$ cat src/rtl/t02_arb_pkg.sv
// Shared types and defaults for the RAM port arbiter.
// Index-width helper keeps single-requester builds legal.
package t02_arb_pkg;

  typedef enum logic [1:0] {
    IDLE,
    ISSUE,
    WAIT,
    DONE
  } state_t;

  localparam int unsigned TIMEOUT_DFLT = 255;

  function automatic int unsigned idx_width(input int unsigned n);
    return (n > 1) ? $clog2(n) : 1;
  endfunction

endpackage

$ cat src/rtl/t02_ram_arbiter_if.sv
// Requester and RAM-side signals of the arbiter, grouped as one bus.
// master = requesters plus RAM wrapper; slave = the arbiter itself.
interface t02_ram_arbiter_if #(
  parameter int unsigned NREQ = 3,
  parameter int unsigned AW   = 32,
  parameter int unsigned DW   = 32
);
  import t02_arb_pkg::*;

  localparam int unsigned IW = idx_width(NREQ);

  // Requester side
  logic [NREQ-1:0]    req;
  logic [NREQ-1:0]    we;
  logic [NREQ*AW-1:0] addr;
  logic [NREQ*DW-1:0] wdata;
  logic [DW-1:0]      rdata;
  logic [NREQ-1:0]    done;
  logic               err;
  logic [IW-1:0]      gnt_id;
  logic               busy;

  // RAM side
  logic [AW-1:0]      ramaddr;
  logic [DW-1:0]      ramstore;
  logic               Ren;
  logic               Wen;
  logic [DW-1:0]      ramload;
  logic               busy_o;

  modport master (
    output req, we, addr, wdata, ramload, busy_o,
    input  rdata, done, err, gnt_id, busy, ramaddr, ramstore, Ren, Wen
  );

  modport slave (
    input  req, we, addr, wdata, ramload, busy_o,
    output rdata, done, err, gnt_id, busy, ramaddr, ramstore, Ren, Wen
  );

endinterface

$ cat src/rtl/t02_rr_pick.sv
// Combinational round-robin pick: first requester above the pointer, with wrap.
module t02_rr_pick
  import t02_arb_pkg::*;
#(
  parameter int unsigned NREQ = 3,
  parameter int unsigned IW   = idx_width(NREQ)
) (
  input  logic [NREQ-1:0] req,
  input  logic [IW-1:0]   rr,
  output logic [IW-1:0]   winner,
  output logic            any
);

  logic [IW-1:0] idx;

  always_comb begin
    winner = '0;
    any    = 1'b0;
    idx    = rr;
    // Walk rr+1 .. rr+NREQ so the last-served requester is considered last.
    for (int unsigned k = 0; k < NREQ; k++) begin
      idx = (idx == IW'(NREQ - 1)) ? '0 : idx + IW'(1);
      if (!any && req[idx]) begin
        winner = idx;
        any    = 1'b1;
      end
    end
  end

endmodule

$ cat src/rtl/t02_ram_arbiter.sv
// Round-robin arbiter sharing one RAM port among NREQ requesters.
// One transaction at a time: grant, issue strobe, wait on busy_o, pulse done.
module t02_ram_arbiter
  import t02_arb_pkg::*;
#(
  parameter int unsigned NREQ    = 3,
  parameter int unsigned AW      = 32,
  parameter int unsigned DW      = 32,
  parameter int unsigned TIMEOUT = TIMEOUT_DFLT
) (
  input logic              clk,
  input logic              rst,
  t02_ram_arbiter_if.slave bus
);

  localparam int unsigned IW = idx_width(NREQ);
  localparam int unsigned TW = (TIMEOUT > 0) ? $clog2(TIMEOUT + 1) : 1;

  state_t          state_q, state_d;
  logic [IW-1:0]   gnt_q, gnt_d;
  logic [IW-1:0]   rr_q, rr_d;
  logic [AW-1:0]   addr_q, addr_d;
  logic [DW-1:0]   wdata_q, wdata_d;
  logic [DW-1:0]   rdata_q, rdata_d;
  logic            we_q, we_d;
  logic            err_q, err_d;
  logic [TW-1:0]   timer_q, timer_d;

  logic [IW-1:0]   pick_id;
  logic            pick_any;
  logic            timeout_hit;
  logic [TW-1:0]   timer_inc;

  t02_rr_pick #(
    .NREQ (NREQ),
    .IW   (IW)
  ) u_pick (
    .req    (bus.req),
    .rr     (rr_q),
    .winner (pick_id),
    .any    (pick_any)
  );

  assign timeout_hit = (timer_q == TW'(TIMEOUT));
  assign timer_inc   = (timer_q == '1) ? timer_q : timer_q + TW'(1);

  always_comb begin
    state_d = state_q;
    gnt_d   = gnt_q;
    rr_d    = rr_q;
    addr_d  = addr_q;
    wdata_d = wdata_q;
    rdata_d = rdata_q;
    we_d    = we_q;
    err_d   = err_q;
    timer_d = timer_q;

    unique case (state_q)
      IDLE: begin
        if (pick_any) begin
          gnt_d   = pick_id;
          err_d   = 1'b0;
          timer_d = '0;
          state_d = ISSUE;
          for (int unsigned i = 0; i < NREQ; i++) begin
            if (pick_id == IW'(i)) begin
              addr_d  = bus.addr[i*AW +: AW];
              wdata_d = bus.wdata[i*DW +: DW];
              we_d    = bus.we[i];
            end
          end
        end
      end

      ISSUE: begin
        timer_d = timer_inc;
        if (bus.busy_o) begin
          state_d = WAIT;
        end else if (timeout_hit) begin
          err_d   = 1'b1;
          state_d = DONE;
        end
      end

      WAIT: begin
        timer_d = timer_inc;
        if (!bus.busy_o) begin
          if (!we_q) begin
            rdata_d = bus.ramload;
          end
          state_d = DONE;
        end else if (timeout_hit) begin
          err_d   = 1'b1;
          state_d = DONE;
        end
      end

      DONE: begin
        rr_d    = gnt_q;
        timer_d = '0;
        state_d = IDLE;
      end

      default: state_d = IDLE;
    endcase
  end

  always_ff @(posedge clk) begin
    if (rst) begin
      state_q <= IDLE;
      gnt_q   <= '0;
      rr_q    <= IW'(NREQ - 1);
      addr_q  <= '0;
      wdata_q <= '0;
      rdata_q <= '0;
      we_q    <= 1'b0;
      err_q   <= 1'b0;
      timer_q <= '0;
    end else begin
      state_q <= state_d;
      gnt_q   <= gnt_d;
      rr_q    <= rr_d;
      addr_q  <= addr_d;
      wdata_q <= wdata_d;
      rdata_q <= rdata_d;
      we_q    <= we_d;
      err_q   <= err_d;
      timer_q <= timer_d;
    end
  end

  // Strobes decode from state only, so a RAM wrapper may answer busy_o combinationally.
  assign bus.Ren      = (state_q == ISSUE) && !we_q;
  assign bus.Wen      = (state_q == ISSUE) && we_q;
  assign bus.done     = (state_q == DONE) ? (NREQ'(1) << gnt_q) : '0;
  assign bus.err      = (state_q == DONE) && err_q;
  assign bus.busy     = (state_q != IDLE);
  assign bus.gnt_id   = gnt_q;
  assign bus.rdata    = rdata_q;
  assign bus.ramaddr  = addr_q;
  assign bus.ramstore = wdata_q;

endmodule

$ cat src/flat_wrapper.sv
// flat-port wrapper written by rule: the top's interface ports become plain ports
module t02_ram_arbiter_flat import t02_arb_pkg::*;
#(
  parameter int unsigned NREQ    = 3,
  parameter int unsigned AW      = 32,
  parameter int unsigned DW      = 32,
  parameter int unsigned TIMEOUT = TIMEOUT_DFLT
)
  (clk, rst, bus_req, bus_we, bus_addr, bus_wdata, bus_ramload, bus_busy_o, bus_rdata, bus_done, bus_err, bus_gnt_id, bus_busy, bus_ramaddr, bus_ramstore, bus_Ren, bus_Wen);
  t02_ram_arbiter_if #(.NREQ(NREQ), .AW(AW), .DW(DW)) bus_i ();
  input logic clk;
  input logic rst;
  input wire logic [$bits(bus_i.req)-1:0] bus_req;
  input wire logic [$bits(bus_i.we)-1:0] bus_we;
  input wire logic [$bits(bus_i.addr)-1:0] bus_addr;
  input wire logic [$bits(bus_i.wdata)-1:0] bus_wdata;
  input wire logic [$bits(bus_i.ramload)-1:0] bus_ramload;
  input wire logic [$bits(bus_i.busy_o)-1:0] bus_busy_o;
  output wire logic [$bits(bus_i.rdata)-1:0] bus_rdata;
  output wire logic [$bits(bus_i.done)-1:0] bus_done;
  output wire logic [$bits(bus_i.err)-1:0] bus_err;
  output wire logic [$bits(bus_i.gnt_id)-1:0] bus_gnt_id;
  output wire logic [$bits(bus_i.busy)-1:0] bus_busy;
  output wire logic [$bits(bus_i.ramaddr)-1:0] bus_ramaddr;
  output wire logic [$bits(bus_i.ramstore)-1:0] bus_ramstore;
  output wire logic [$bits(bus_i.Ren)-1:0] bus_Ren;
  output wire logic [$bits(bus_i.Wen)-1:0] bus_Wen;
  assign bus_i.req = bus_req;
  assign bus_i.we = bus_we;
  assign bus_i.addr = bus_addr;
  assign bus_i.wdata = bus_wdata;
  assign bus_i.ramload = bus_ramload;
  assign bus_i.busy_o = bus_busy_o;
  assign bus_rdata = bus_i.rdata;
  assign bus_done = bus_i.done;
  assign bus_err = bus_i.err;
  assign bus_gnt_id = bus_i.gnt_id;
  assign bus_busy = bus_i.busy;
  assign bus_ramaddr = bus_i.ramaddr;
  assign bus_ramstore = bus_i.ramstore;
  assign bus_Ren = bus_i.Ren;
  assign bus_Wen = bus_i.Wen;
  t02_ram_arbiter #(.NREQ(NREQ), .AW(AW), .DW(DW), .TIMEOUT(TIMEOUT)) u_core (.clk(clk), .rst(rst), .bus(bus_i));
endmodule
$ cat config.mk
export PLATFORM = sky130hd
export DESIGN_NAME = t02_ram_arbiter_flat
export DESIGN_NICKNAME = d
export VERILOG_FILES = /design/src/rtl/t02_arb_pkg.sv /design/src/rtl/t02_ram_arbiter_if.sv /design/src/rtl/t02_rr_pick.sv /design/src/rtl/t02_ram_arbiter.sv /design/src/flat_wrapper.sv
export SDC_FILE = /design/constraint.sdc
export NUM_CORES = 1
export LEC_CHECK = 0
export BUFFER_PORTS_ARGS = -buffer_cell sky130_fd_sc_hd__buf_2
export CAP_MARGIN = 20
export CORE_AREA = 2 2 131 133
export DETAILED_ROUTE_END_ITERATION = 10
export DIE_AREA = 0 0 133 135
export PLACE_DENSITY = 0.7
export SLEW_MARGIN = 20
export SYNTH_ARGS = -nofsm -noshare
export SYNTH_HDL_FRONTEND = slang
export SYNTH_SLANG_ARGS = --single-unit
$ cat constraint.sdc
create_clock -name clk -period 1.7 [get_ports clk]
set_input_delay 0.255 -clock clk [delete_from_list [all_inputs] [get_ports clk]]
set_output_delay 0.255 -clock clk [all_outputs]
set_load 0.03 [all_outputs]
==> impl_metrics.csv <==
group,metric,value,unit
run_status,status,"finished clean",
grt,grt_util_all_layers,17.8,%
synthesis,ys_async_sr_fraction,0,%
route,drt_iter0_drc,206,
sta,fin_hold_ws,0.138,ns
sta,skew,0.00931,ns
worst_setup_path,crit_fanout,5,
power_and_ir_drop,clkPwrFrac,32.3,%
route,drc,0,
route,routed-via-count,5480,
sta,tightest_slew,0.329,ns
sta,rsz0062_at_grt,"true",
sta,setup_viol,0,
floorplan,die_y,135,um
synthesis,avgSynthCellArea,8.56,um2
power_and_ir_drop,power_density,863,mW/mm2
power_and_ir_drop,power.total,6.66,mW
worst_setup_path,crit_family,"buffers and inverters",
clocking,tritoncts,"done",
worst_setup_path,startpoint_type,"flip-flop",
worst_hold_path,hold_path.class,"in -> reg",
worst_setup_path,crit_path_cell_trace,"inv_2 > buf_4 > ha_2 > and2_1 > buf_4",
grt,overflow,0,
route,dr.pass1.iters,4,
place,gp_congestion,0.827,
cells_and_area,fin_nets,1178,
cells_and_area,area_growth,49.8,%
cells_and_area,drive_gt1_share,43.5,%
worst_setup_path,required,1.44,ns
floorplan,die_area,0.0180,mm2
worst_setup_path,critPathKind,"reg -> out",
route,wirelength,17000,um
place,port_buffers,337,
route,antenna_left,0,
worst_setup_path,r2r_slack,0.06,ns
sta,min_period_over_period,98.5,%
synthesis,synthCells,602,
power_and_ir_drop,switching_power,2.03,mW
floorplan,initial_core_util,31.4,%
power_and_ir_drop,ir_drop,0.000546,V
clocking,h-tree-depth,3,
sta,slew_headroom,78.0,%
synthesis,synth_edf_count,0,
power_and_ir_drop,combPwrFrac,23.9,%
cells_and_area,fill_cells,1622,
grt,antenna_found_initial,0,
synthesis,yosysTopAreaCell,"dfxtp_1",
synthesis,yosys_most_used_dff,"dfxtp_1",
place,place_inst,1145,
cells_and_area,multi_input_area,0.00257,mm2
clocking,root_buffer,"clkbuf_16",
sta,hold_viol,0,
clocking,cts_sinks,112,
power_and_ir_drop,leakagePower,4.04,nW
synthesis,ys_seq_elements,112,
worst_setup_path,endpoint_kind,"output pin",
sta,max_freq,0.597,GHz
sta,min_period,1.67,ns
place,dp_hpwl,12700,um
synthesis,synth.most_common_cell,"nand2_1",
route,via_per_inst,4.71,
power_and_ir_drop,p_seq_share,43.8,%
synthesis,synth.top_cell.area_share,43.5,%
worst_setup_path,cp_slowest_stage_delay,0.35,ns
sta,slew_violations,0,
cells_and_area,num_antenna_cells,0,
job,maxCapViolCount,0,
worst_setup_path,critPathMostFrequentCell,"buf_4",
route,wl_per_cell,14.6,um
cells_and_area,seqCellArea,0.00225,mm2
worst_setup_path,crit_arrival,1.42,ns
worst_setup_path,path_buf_inv,3,
grt,grt_pass1_wl,25900,um
synthesis,yosys-top-cells-count,"nand2_1 (138), dfxtp_1 (112), inv_1 (71)",
power_and_ir_drop,switching_share,30.5,%
floorplan,chipWidth,133,um
cells_and_area,utilization,47.0,%
floorplan,pin_count,338,
power_and_ir_drop,internal-power,4.63,mW
synthesis,netlist_area,0.00515,mm2
synthesis,synth-seq-area-share,43.5,%
grt,grt_max_degree,37,
floorplan,core_area,0.0164,mm2
floorplan,rows,47,
grt,grt_pass1_vias,5244,
clocking,clk_latency,0.34,ns
synthesis,synth_area_leaders,"dfxtp_1 (44%), mux2i_1 (13%), o221ai_1 (11%), nand2_1 (10%), inv_1 (5.2%)",
synthesis,ys_warn_count,0,
clocking,clk_pin_slew,0.08,ns
synthesis,syn_nets,842,
clocking,cts_max_path_buffers,2,
clocking,cts_made_buffers,9,
cells_and_area,stdcell_count,1163,
synthesis,yosysUniqueCellTypes,41,
worst_setup_path,crit_path_top_delay_cell,"dfxtp_2",
-- flip-flops by register name, indices dropped and copies added, names as in the netlist --
| name | flops |
|---|---|
| u_core.bus.ramaddr | 32 |
| u_core.bus.gnt_id | 2 |
| u_core.rr_q | 2 |
| u_core.timer_q | 8 |
| u_core.bus.rdata | 32 |
| u_core.err_q | 1 |
| u_core.we_q | 1 |
| u_core.bus.ramstore | 32 |
| u_core.state_q | 2 |
-- layer usage --
metal / global-route usage, % / wire length (um) / vias up / share of wire [%]
met4: 4.54 / 229 / 0 / 1.3
met2: 31.7 / 8500 / 198 / 50
met5: 0 / 0 / - / 0
met3: 4.54 / 1120 / 16 / 6.6
met1: 21.5 / 7140 / 2506 / 42
li1: - / - / 2760 / -
-- tightest hold or removal path, delay by kind of cell --
| kind | cells | cell delay (ns) |
|---|---|---|
| AOI/OAI and AO/OA | 1 | 0.05 |
| buffers and inverters | 1 | 0.09 |
| and+or+nand+nor | 1 | 0.04 |
-- final timing paths --
check	from	to	cells after the start
worst max-delay path	u_core.state_q[1]$_SDFFE_PP0P_	bus_Wen	5
worst min-delay path	bus_ramload[20]	u_core.bus.rdata[20]$_SDFFE_PP0P_	3
worst max register to register	u_core.state_q[0]$_SDFFE_PP0P_	u_core.bus.ramstore[30]$_SDFFE_PP0P_	7
worst min register to register	u_core.bus.rdata[31]$_SDFFE_PP0P_	u_core.bus.rdata[31]$_SDFFE_PP0P_	2
-- metrics by stage --
step | setup TNS, ns | instance area [um2] | setup WS (ns)
finish | 0 | 7720 | 0.0258
global route | -0.0778 | 7720 | -0.0323
CTS | 0 | 7600 | 0.00379
detailed placement | -0.0420 | 7290 | -0.0293
global placement | 0 | 7290 | 0.0240
floorplan | 0 | 5170 | 0.0173
-- power groups by stage --
stage | registers, mW | clock network [mW] | logic, mW
after floorplan | 3.33 | 0 | 0.522
after global placement | 2.97 | 0 | 1.55
after detailed placement | 2.97 | 0 | 1.56
after CTS | 2.91 | 2.23 | 1.57
after global routing | 2.94 | 2.34 | 1.71
final | 2.92 | 2.15 | 1.59
-- timing repair --
item	CTS	global route
pin swaps	1	1
hold buffers	0	0
gates resized for setup	5	23
endpoints found under the setup margin	3	64
setup buffers	0	2
-- cell usage in the layout, fill, tap and decap left out, types with 3 or more instances in the layout --
master,instances
a21oi_1,40
buf_12,11
buf_2,334
buf_4,20
clkbuf_16,9
dfxtp_1,109
dfxtp_2,3
ha_1,4
inv_1,69
mux2i_1,64
nand2_1,138
nand3_1,5
nor2_1,10
nor2b_4,3
o221ai_1,57
o221ai_2,8
o31ai_1,4
or4_1,3
-- cells by family after synthesis --
| family | share of synthesized area [%] |
|---|---|
| compound gates | 18.2 |
| xor+xnor | 0.340 |
| fa+ha+maj | 1.70 |
| buf+inv | 9.38 |
| flops | 43.5 |
| mux | 12.6 |
| simple gates | 14.2 |
-- area by class of cell --
class / count / area share [%]
Tap cell: 220 / 3.57
Multi-Input combinational cell: 377 / 33.3
Clock buffer: 10 / 2.97
Clock inverter: 6 / 0.875
Timing Repair Buffer: 367 / 26.7
Sequential cell: 112 / 29.1
Inverter: 71 / 3.45
Power figures use the tool's default switching activity.
